===== src/rtl/audio_src_sched.sv =====
// -----------------------------------------------------------------------------
// audio_src_sched
//
// Shares one I2S master transmitter between two stereo sample sources.
// Once per frame, during the right half of the word clock, it arbitrates
// between the sources and takes a single left/right pair over a valid/ready
// handshake. It commits that pair to stable output registers on the next
// right-to-left word-clock transition, which is where the transmitter loads its
// shift registers. If no pair arrives before that transition, it inserts silence
// or repeats the last pair, pulses `underrun`, and bumps a saturating counter.
//
// Parameters
//   HOLD_ON_UNDERRUN : 0 = output 0 on both channels after an underrun,
//                      1 = keep the previous pair.
//   CNT_W            : width of the saturating underrun counter.
//
// Ports
//   clk                        audio system clock (the transmitter's clock)
//   rst_n                      asynchronous reset, active low
//   audio_lrclk                word clock from the transmitter (0 = left, 1 = right)
//   src0_valid, src1_valid     source has a pair available
//   src0_ldata/rdata,
//   src1_ldata/rdata           sample pair offered by each source
//   src0_ready, src1_ready     pair accepted this cycle (combinational)
//   src_en[1:0]                per-source enable
//   prio_mode                  1 = src0 has fixed priority, 0 = round-robin
//   audio_ldata, audio_rdata   registered pair presented to the transmitter
//   active_src                 source of the pair now on audio_*data
//   underrun                   one-cycle pulse for a frame with no pair
//   underrun_cnt               saturating underrun count
// -----------------------------------------------------------------------------
module audio_src_sched #(
    parameter bit HOLD_ON_UNDERRUN = 1'b0,
    parameter int CNT_W            = 16
) (
    input  logic             clk,
    input  logic             rst_n,
    input  logic             audio_lrclk,
    input  logic             src0_valid,
    input  logic [15:0]      src0_ldata,
    input  logic [15:0]      src0_rdata,
    output logic             src0_ready,
    input  logic             src1_valid,
    input  logic [15:0]      src1_ldata,
    input  logic [15:0]      src1_rdata,
    output logic             src1_ready,
    input  logic [1:0]       src_en,
    input  logic             prio_mode,
    output logic [15:0]      audio_ldata,
    output logic [15:0]      audio_rdata,
    output logic             active_src,
    output logic             underrun,
    output logic [CNT_W-1:0] underrun_cnt
);

    typedef enum logic [1:0] {
        IDLE = 2'd0,
        ARB  = 2'd1,
        HAVE = 2'd2
    } state_t;

    state_t      state;
    state_t      state_next;

    // Word-clock synchronizer and edge register. All three reset to 1 so that
    // a word clock that is already high at reset release yields no false rise.
    logic        lr_meta;
    logic        lr_sync;
    logic        lr_prev;
    logic        rise;
    logic        fall;

    logic [1:0]  eligible;
    logic        win;          // 0 = src0, 1 = src1
    logic        take;         // handshake completes on this clock edge
    logic        last_grant;

    logic [15:0] stage_ldata;
    logic [15:0] stage_rdata;
    logic        stage_src;

    // -------------------------------------------------------------------------
    // Word clock synchronisation and edge detection
    // -------------------------------------------------------------------------
    always_ff @(posedge clk or negedge rst_n) begin
        if (!rst_n) begin
            lr_meta <= 1'b1;
            lr_sync <= 1'b1;
            lr_prev <= 1'b1;
        end else begin
            lr_meta <= audio_lrclk;
            lr_sync <= lr_meta;
            lr_prev <= lr_sync;
        end
    end

    assign rise = lr_sync & ~lr_prev;
    assign fall = ~lr_sync & lr_prev;

    // -------------------------------------------------------------------------
    // Arbitration
    // -------------------------------------------------------------------------
    assign eligible = src_en & {src1_valid, src0_valid};

    always_comb begin
        win = 1'b0;
        case (eligible)
            2'b10:   win = 1'b1;
            // Both eligible: fixed priority favours src0, round-robin favours
            // whichever source did not win last time.
            2'b11:   win = prio_mode ? 1'b0 : ~last_grant;
            default: win = 1'b0;
        endcase
    end

    // The frame boundary beats a pair that only becomes eligible in the same
    // cycle: that frame is already lost, so the pair waits for the next one
    // instead of being accepted and then stranded in staging.
    assign take       = (state == ARB) && !fall && (eligible != 2'b00);
    assign src0_ready = take & ~win;
    assign src1_ready = take &  win;

    // -------------------------------------------------------------------------
    // FSM
    // -------------------------------------------------------------------------
    always_ff @(posedge clk or negedge rst_n) begin
        if (!rst_n) begin
            state <= IDLE;
        end else begin
            state <= state_next;
        end
    end

    always_comb begin
        state_next = state;
        case (state)
            IDLE: begin
                // A fall seen here (first frame after reset) is ignored.
                if (rise) begin
                    state_next = ARB;
                end
            end
            ARB: begin
                if (fall) begin
                    state_next = IDLE;
                end else if (take) begin
                    state_next = HAVE;
                end
            end
            HAVE: begin
                // A stray rise here is ignored; only the frame boundary matters.
                if (fall) begin
                    state_next = IDLE;
                end
            end
            default: state_next = IDLE;
        endcase
    end

    // -------------------------------------------------------------------------
    // Staging, commit and underrun bookkeeping
    // -------------------------------------------------------------------------
    always_ff @(posedge clk or negedge rst_n) begin
        if (!rst_n) begin
            stage_ldata  <= '0;
            stage_rdata  <= '0;
            stage_src    <= 1'b0;
            last_grant   <= 1'b1;   // so that src0 wins the first round-robin tie
            audio_ldata  <= '0;
            audio_rdata  <= '0;
            active_src   <= 1'b0;
            underrun     <= 1'b0;
            underrun_cnt <= '0;
        end else begin
            underrun <= 1'b0;

            if (take) begin
                stage_ldata <= win ? src1_ldata : src0_ldata;
                stage_rdata <= win ? src1_rdata : src0_rdata;
                stage_src   <= win;
                last_grant  <= win;
            end

            if (fall) begin
                if (state == HAVE) begin
                    audio_ldata <= stage_ldata;
                    audio_rdata <= stage_rdata;
                    active_src  <= stage_src;
                end else if (state == ARB) begin
                    underrun <= 1'b1;
                    if (underrun_cnt != {CNT_W{1'b1}}) begin
                        underrun_cnt <= underrun_cnt + CNT_W'(1);
                    end
                    // In hold mode, audio_*data and active_src are left as-is.
                    if (!HOLD_ON_UNDERRUN) begin
                        audio_ldata <= '0;
                        audio_rdata <= '0;
                    end
                end
            end
        end
    end

endmodule


===== config.mk =====
export PLATFORM = sky130hd
export DESIGN_NAME = audio_src_sched
export DESIGN_NICKNAME = d
export VERILOG_FILES = /design/src/rtl/audio_src_sched.sv
export SDC_FILE = /design/constraint.sdc
export NUM_CORES = 1
export LEC_CHECK = 0
export CORE_MARGIN = 3
export CORE_UTILIZATION = 50
export DETAILED_ROUTE_END_ITERATION = 6
export PLACE_DENSITY = 0.95
export SLEW_MARGIN = 20
export SYNTH_ARGS = -nofsm -noshare
export SYNTH_HDL_FRONTEND = slang
export SYNTH_SLANG_ARGS = --single-unit

===== constraint.sdc =====
create_clock -name clk -period 3.4 [get_ports clk]
set_input_delay 0.34 -clock clk [delete_from_list [all_inputs] [get_ports clk]]
set_output_delay 0.34 -clock clk [all_outputs]
set_load 0.01 [all_outputs]

# Word level (Yosys, flattened, before mapping)

Index checks and enable logic that the tools add are counted.
W data, S select, Z words.

Register bits: 89
Input bits: 72
Output and inout bits: 52
Word-level logic and storage cells: 57

Muxes and demuxes: 15
Bitwise operators: 10
Reduce and logical (&&, ||, !) cells: 10
Eq/ne operators: 8
Add/sub/neg operators: 1

Operators by type and width:

| operator                | number |
|---|---|
| $mux W16                | 5 |
| $add A16 B1 Y16 const B | 1 |
| $ne A16 B16 Y1 const B  | 1 |
| $mux W2                 | 4 |
| $eq A2 B2 Y1 const B    | 3 |
| $pmux W2 S3             | 1 |
| $not A1 Y1              | 5 |
| $and A1 B1 Y1           | 4 |
| $mux W1                 | 4 |
| $ne A2 B2 Y1 const B    | 2 |
| $reduce_and A2 Y1       | 2 |
| $reduce_and A4 Y1       | 1 |
| $reduce_bool A2 Y1      | 2 |
| $ne A3 B3 Y1 const B    | 1 |
| $reduce_and A3 Y1       | 1 |
| $and A2 B2 Y2           | 1 |
| $eq A2 B1 Y1 const B    | 1 |
| $logic_and A1 B1 Y1     | 2 |
| $logic_not A2 Y1        | 1 |
| $pmux W1 S2             | 1 |
| $logic_not A1 Y1        | 1 |

# Logic depth before layout (Yosys ltp)

Gate-level depths: netlist of the first run.

Word-level depth: 8
Gate-level depth with buffers: 8
Mapped depth without buffers: 6

# Worst setup path before layout of the first run

OpenSTA, ideal clock, no wires.

Path type: register to register
Start: register state[0]
End: register underrun_cnt[15]
Library setup time: 0.079 ns
Arrival time: 1.898 ns
Period minus slack after synthesis: 1.977 ns
Setup slack: 1.423 ns
Cell stages (with the launch flop): 8
Cells stage by stage: dfrtp_1 -> inv_1 -> ha_1 -> buf_6 -> nand4bb_4 -> or4_4 -> nor4b_2 -> xor2_1

Cells in the longest elaborated chain, start to end: 3
Elaborated cells between the ends (all ways): 4
Those cells by class: eq/ne (2); bitwise (1); reduce/logical (1)

Ends and longest elaborated chain:

| what                                 | line | source |
|---|---|---|
| from (decl)                          | 62   | `state_t state;` |
| from (signal assigned)               | 130  | `state <= state_next;` |
| $eq A2 B2 Y1                         | 185  | `if (state == HAVE) begin` |
| $not A1 Y1 (no source line)          | -    |  |
| $reduce_and A4 Y1 (no source line) * | -    |  |
| to (signal assigned)                 | 192  | `underrun_cnt <= underrun_cnt + CNT_W'(1);` |
| to (decl)                            | 53   | `output logic [CNT_W-1:0] underrun_cnt` |

Mark *: on every way between the ends. The rest lies on a longest branch, timed or not.
A chain may end at the register's enable or synchronous reset.

# Final worst setup path of the first run

Start: register lr_sync
End: output src0_ready

Cells in the longest elaborated chain, start to end: 6

Ends and longest elaborated chain:

| what                              | line | source |
|---|---|---|
| from (decl)                       | 68   | `logic lr_sync;` |
| from (signal assigned)            | 92   | `lr_sync <= lr_meta;` |
| $not A1 Y1                        | 98   | `assign fall = ~lr_sync & lr_prev;` |
| $and A1 B1 Y1                     | 98   |  |
| $logic_not A1 Y1                  | 119  | `assign take = (state == ARB) && !fall && (eligible != 2'b00);` |
| $logic_and A1 B1 Y1 (2 in series) | 119  |  |
| $and A1 B1 Y1                     | 120  | `assign src0_ready = take & ~win;` |
| to (decl)                         | 42   | `output logic src0_ready,` |

No other way between the ends.

==> flow_summary.yaml, run 1 <==
synthesis:
  synth.avg_cell_area_um2: 9.78
  synth_fa_ha_area_share_pct: 1.61
  synth_mux_area_share_pct: 0.581
  synth_area_mm2: 0.00387
  synth_xor_area_share_pct: 2.94
  yosysUniqueCellTypes: 40
  ys_ff_latch: 89
  ys_warn_count: 0
  synthCells: 396
  ys_seq_area_share_pct: 57.6
  synth_top_family_by_area: "simple AND/OR/NAND/NOR gates"
  mappedNetlistNets: 473
  synth_compound_area_share_pct: 13.3
  synth-simple-area-share_pct: 20.9
clock_tree:
  cts_resized: 0
  cts_root_buf: "clkbuf_8"
  postCtsSetupBuffers: 0
  cts_tree: "done"
  holdBufCountCts: 0
  htreeDepth: 3
  numCtsBuffers: 9
  clkLatencyLatePin_ns: 0.34
  clkSlewWorstSetupHoldPaths_ns: 0.08
  cts_buffer_depth: 2
  cts_sinks: 89
layout:
  layout.nets: 589
  layout_commonest_cell: "nand2_1"
  diodes: 0
  syn_to_final_growth_pct: 38.3
  final_cell_mix: "nand2_1 (138), clkdlybuf4s50_1 (122), dfrtp_1 (85)"
  postLayoutCellArea_mm2: 0.00536
  drive_gt1_share_pct: 6.20
route:
  num_vias: 3237
  routedWlPerCell_um: 15.1
  routed_wl_mm: 9.27
  drt_pass1_iterations: 4
  drcViolationCount: 0
  drtIter0Drc: 129
  ant_nets: 0
  vias_per_cell: 5.26
outcome:
  status: "complete, no violations"
power:
  internal_power_mw: 2.35
  p_switching_mw: 1.13
  seqPwrFrac_pct: 46.8
  leakagePower_nw: 2.38
  combPwrFrac_pct: 32.4
  swShare_pct: 32.5
  vdd_drop_max_mv: 0.340
  power_mw: 3.48
  clkPwrFrac_pct: 20.8
  power_density_mw_per_mm2: 650
sta:
  hold_viol_final: 0
  slew_headroom_pct: 34.4
  fin_crit_sh_pct: 78.4
  min_period_ns: 2.67
  fin_ws_ns: 0.733
  rsz0062_at_grt: "no"
  worst_pin_slew_ns: 0.980
  fmax_mhz: 375
  slew_violations: 0
  setup_viol: 0
  fin_setup_tns_ns: 0
  finalClockSkew_ns: 0.00749
grt:
  grt_max_degree: 90
  grt_pass1_wl_mm: 15.0
  grt_use_total_pct: 21.9
  grt_antenna_before_repair: 0
  overflow: 0
  grt_pass1_vias: 3152
floorplanning:
  fp-row-count: 31
  io_pins: 124
  fp.coreArea_mm2: 0.00737
  die_w_um: 94.0
  die_area_mm2: 0.00884
  start_util_pct: 52.6
  die_y_um: 94.0
placement:
  dpl_cell_area_mm2: 0.00516
  post-dp-hpwl_mm: 6.53
  dp_slack_ns: 1.06
  place.gp.congestion: 0.862
  numPortBuffers: 123
setup_path:
  ff2ff_path_depth: 6
  end_kind: "output port"
  arrival_ns: 2.33
  rrSetupSlack_ns: 1.08
  cp.required_ns: 3.06
  worstPathMaxFanout: 9
  cp-start-kind: "flop"
  path_class: "flop to output port"
  max_stage_delay_ns: 0.62
  r2r_end: "underrun_cnt[15]"
  reg2reg_from: "state[0]"
  cpMaxStageDelayCell: "dfstp_2"
  path_cells: "and2b_1, a2111oi_4, clkdlybuf4s50_1"
flow_run:
  maxCapViolCount: 0
hold_path:
  min_path_type: "primary input to asynchronous set/reset pin"
-- flip-flops by register name, summed over array words and instances (netlist names) --
| name | cells |
|---|---|
| audio_rdata | 16 |
| active_src | 1 |
| state | 2 |
| audio_ldata | 16 |
| stage_ldata | 16 |
| lr_meta | 1 |
| underrun | 1 |
| lr_prev | 1 |
| last_grant | 1 |
| stage_rdata | 16 |
| underrun_cnt | 16 |
| lr_sync | 1 |
| stage_src | 1 |
-- cell type report --
| type | count | area, um2 |
|---|---|---|
| timing repair buffer | 126 | 1250 |
| clock inverter | 3 | 40.0 |
| multi-input combinational | 280 | 1530 |
| clock buffer | 12 | 155 |
| sequential | 89 | 2230 |
| inverter | 6 | 22.5 |
| tap | 99 | 124 |
| fill | 537 | 2010 |
-- worst max-delay path by stage --
stage | slack [ns] | cells past startpoint | end | from
after detailed placement | 1.06 | 6 | underrun_cnt[15] | state[0]
after CTS | 0.72 | 3 | src0_ready | lr_sync
final | 0.73 | 3 | src0_ready | lr_sync
after floorplan | 1.42 | 7 | underrun_cnt[15] | state[0]
after global routing | 0.67 | 3 | src0_ready | lr_sync
after global placement | 1.09 | 4 | src0_ready | src_en[1]
-- stage by stage --
stage | instances | hold WS (ns) | util (%)
floorplan | 396 | 0.0444 | -
global placement | 600 | 0.346 | 70.0
detailed placement | 600 | 0.355 | 70.0
CTS | 615 | 0.222 | 72.6
global route | 615 | 0.114 | 72.7
finish | 615 | 0.0386 | 72.7
-- layer usage --
| layer | vias up | global-route usage [%] | wire length [um] |
|---|---|---|---|
| li1 | 1577 | - | - |
| met1 | 1535 | 26.9 | 3850 |
| met2 | 109 | 38.4 | 4830 |
| met3 | 16 | 3.77 | 441 |
| met4 | 0 | 8.30 | 150 |
| met5 | - | 0 | 0 |
-- cell families after synthesis --
| group | Yosys count |
|---|---|
| and+or+nand+nor | 181 |
| DFF | 89 |
| AOI/OAI and AO/OA | 79 |
| buffers and inverters | 27 |
| xor gates and xnor gates | 13 |
| adders and majority gates | 5 |
| muxes | 2 |
-- cells in the mapped netlist --
| library cell | n | area, um2 |
|---|---|---|
| or2_2 | 1 | 6.26 |
| nor4b_2 | 1 | 15.0 |
| mux2_1 | 1 | 11.3 |
| a211o_1 | 1 | 8.76 |
| o22ai_1 | 1 | 6.26 |
| o211ai_1 | 2 | 15.0 |
| nor3_1 | 7 | 35.0 |
| inv_1 | 6 | 22.5 |
| nor3b_1 | 1 | 7.51 |
| a22oi_1 | 33 | 248 |
| and4_1 | 1 | 8.76 |
| clkbuf_1 | 14 | 52.6 |
| a21o_1 | 2 | 15.0 |
| or3_1 | 1 | 6.26 |
| a2111oi_4 | 1 | 27.5 |
| nand4bb_4 | 1 | 27.5 |
| xnor2_1 | 2 | 17.5 |
| ha_1 | 5 | 62.6 |
| nand3_1 | 7 | 35.0 |
| dfstp_2 | 4 | 105 |
| dfrtp_1 | 85 | 2130 |
| nand2_1 | 139 | 522 |
| and2b_1 | 1 | 7.51 |
| nor4b_1 | 1 | 8.76 |
| o21ai_1 | 1 | 5.00 |
| nor4_1 | 2 | 12.5 |
| and4b_1 | 1 | 10.0 |
| and2_1 | 2 | 12.5 |
| buf_2 | 6 | 30.0 |
| xor2_1 | 11 | 96.3 |
| and4bb_2 | 1 | 12.5 |
| a21oi_1 | 4 | 20.0 |
| buf_6 | 1 | 11.3 |
| or4_4 | 1 | 11.3 |
| o21ai_0 | 34 | 170 |
| nor4_2 | 1 | 12.5 |
| nand4b_1 | 1 | 8.76 |
| nor2_1 | 7 | 26.3 |
| nand4_1 | 4 | 25.0 |
| mux2_2 | 1 | 11.3 |
-- worst max-delay path: cells and delay by family, from the launching register on --
kind,cells,cell delay [ns]
AO/OA/AOI/OAI,1,0.46
buffers and inverters,1,0.62
flip-flops,1,0.62
AND/OR/NAND/NOR,1,0.29
-- power groups by stage --
stage | clock network [mW] | registers (mW) | logic [mW]
4_1_cts | 0.733 | 1.63 | 1.15
3_3_place_gp | 0 | 1.63 | 1.08
5_1_grt | 0.776 | 1.68 | 1.27
6_report | 0.723 | 1.63 | 1.13
3_5_place_dp | 0 | 1.65 | 1.14
2_1_floorplan | 0 | 1.68 | 0.502
Power figures use the tool's default switching activity.
==> run 2: changes to the inputs <==
--- a/config.mk
+++ b/config.mk
@@ -6,9 +6,9 @@
 export NUM_CORES = 1
 export LEC_CHECK = 0
 export CORE_MARGIN = 3
-export CORE_UTILIZATION = 50
+export CORE_UTILIZATION = 42
 export DETAILED_ROUTE_END_ITERATION = 6
-export PLACE_DENSITY = 0.95
+export PLACE_DENSITY = 0.88
 export SLEW_MARGIN = 20
 export SYNTH_ARGS = -nofsm -noshare
 export SYNTH_HDL_FRONTEND = slang
==> constraint.sdc (replaced) <==
create_clock -name clk -period 2.45 [get_ports clk]
set_input_delay 0.245 -clock clk [delete_from_list [all_inputs] [get_ports clk]]
set_output_delay 0.245 -clock clk [all_outputs]
set_load 0.01 [all_outputs]
==> flow_summary.yaml, run 2 (synthesized netlist as in run 1, its figures left out) <==
outcome:
  status: "complete, no violations"
setup_path:
  cp.required_ns: 2.20
  end_kind: "output port"
  crit_buf_inv: 1
  path_class: "flop to output port"
  cpMaxStageDelayCell: "dfstp_2"
  startpoint: "lr_sync"
  cp-start-kind: "flop"
  max_stage_delay_ns: 0.57
  arrival_ns: 2.10
  path_cells: "and2b_2, and4b_2, clkdlybuf4s50_1"
  crit_end: "src1_ready"
  rrSetupSlack_ns: 0.33
  reg2reg_from: "state[1]"
  worstPathMaxFanout: 6
  ff2ff_path_depth: 7
  crit_family: "simple AND/OR/NAND/NOR gates"
  r2r_end: "stage_rdata[1]"
  cp_num_cells: 3
clock_tree:
  clkLatencyLatePin_ns: 0.35
  htreeDepth: 3
  numCtsBuffers: 9
  cts_sinks: 89
  cts_buffer_depth: 2
  cts_tree: "done"
  clkSlewWorstSetupHoldPaths_ns: 0.09
  cts_root_buf: "clkbuf_8"
power:
  swShare_pct: 32.7
  vdd_drop_max_mv: 0.417
  combPwrFrac_pct: 32.2
  power_density_mw_per_mm2: 911
  clkPwrFrac_pct: 22.3
  power_mw: 4.97
  seqPwrFrac_pct: 45.5
  leakagePower_nw: 2.41
  p_switching_mw: 1.63
  internal_power_mw: 3.34
grt:
  grt_max_degree: 65
  grt_pass1_vias: 3195
  grt_use_total_pct: 18.5
  grt_antenna_before_repair: 0
  grt_pass1_wl_mm: 15.2
  overflow: 0
sta:
  fmax_mhz: 427
  finalClockSkew_ns: 0.0148
  fin_setup_tns_ns: 0
  slew_headroom_pct: 61.4
  hold_slack_ns: 0.321
  fin_crit_sh_pct: 95.6
  rsz0062_at_grt: "no"
  slew_violations: 0
  hold_viol_final: 0
  min_period_ns: 2.34
  worst_pin_slew_ns: 0.578
  setup_viol: 0
  fin_ws_ns: 0.108
layout:
  final_cell_mix: "nand2_1 (138), clkdlybuf4s50_1 (121), dfrtp_1 (85)"
  final_util_pct: 61.6
  multi_input_area_mm2: 0.00153
  fillers: 772
  layout.nets: 595
  postLayoutCellArea_mm2: 0.00545
  stdcell_count: 631
  drive_gt1_share_pct: 7.65
  layout_commonest_cell: "nand2_1"
  syn_to_final_growth_pct: 40.8
  diodes: 0
  seq_area_mm2: 0.00223
flow_run:
  maxCapViolCount: 0
route:
  drcViolationCount: 0
  drt_pass1_iterations: 4
  num_vias: 3260
  routed_wl_mm: 9.34
  ant_nets: 0
  drtIter0Drc: 101
  vias_per_cell: 5.17
  routedWlPerCell_um: 14.8
placement:
  placed_cells: 613
  numPortBuffers: 123
  place.gp.congestion: 0.814
  dpl_cell_area_mm2: 0.00521
  dp_slack_ns: 0.259
  post-dp-hpwl_mm: 6.74
floorplanning:
  io_pins: 124
  die_y_um: 102
  die_area_mm2: 0.0104
  fp-row-count: 34
  fp.coreArea_mm2: 0.00885
  die_w_um: 102
  start_util_pct: 43.8
hold_path:
  min_path_type: "primary input to flop"
==> run 2: changes by cell type in the layout (fill, tap and decap cells not counted), moves of 2 or more <==
cell	change
clkinv_2	-2
buf_4	+5
clkinvlp_4	+2
clkbuf_8	-2
==> run 2: timing repair <==
item | in CTS | in global routing
gates resized for setup | 3 | 1
pin swaps | 1 | 0
hold endpoints to repair | 43 | 0
endpoints found under the setup margin | 2 | 1
hold buffers | 1 | 0
buffers inserted | 0 | 1
==> run 2: how the worst min path moves through the flow <==
stage | start | endpoint | slack [ns] | cells past startpoint
finish | audio_lrclk | lr_meta | 0.32 | 1
global route | audio_lrclk | lr_meta | 0.31 | 1
CTS | audio_lrclk | lr_meta | 0.30 | 1
detailed placement | rst_n | underrun_cnt[10] | 0.27 | 1
global placement | rst_n | underrun_cnt[10] | 0.27 | 1
floorplan | rst_n | active_src | -0.05 | 0
==> run 2: power groups by stage <==
| stage | sequential (mW) | clock, mW | combinational [mW] |
|---|---|---|---|
| after global routing | 2.32 | 1.19 | 1.80 |
| final | 2.26 | 1.11 | 1.60 |
| after floorplan | 2.34 | 0 | 0.697 |
| after global placement | 2.27 | 0 | 1.53 |
| after detailed placement | 2.29 | 0 | 1.61 |
| after CTS | 2.26 | 1.13 | 1.62 |
==> run 2: metal layers <==
metal  up-vias  global-route usage [%]  wire [um]
met5         -                       0          0
met4         0                    9.28        259
met3        16                    3.96        539
met2       115                    30.2       4620
met1      1539                    23.2       3930
li1       1590                       -          -
==> run 2: cell type report <==
class                   count  share of cell area (%)
flip-flops and latches     89                    40.9
multi-input cells         280                    28.1
repair buffers            132                    24.0
well taps                 108                    2.48
clock buffers              10                    2.34
clock inverters             6                    1.70
inverters                   6                   0.413
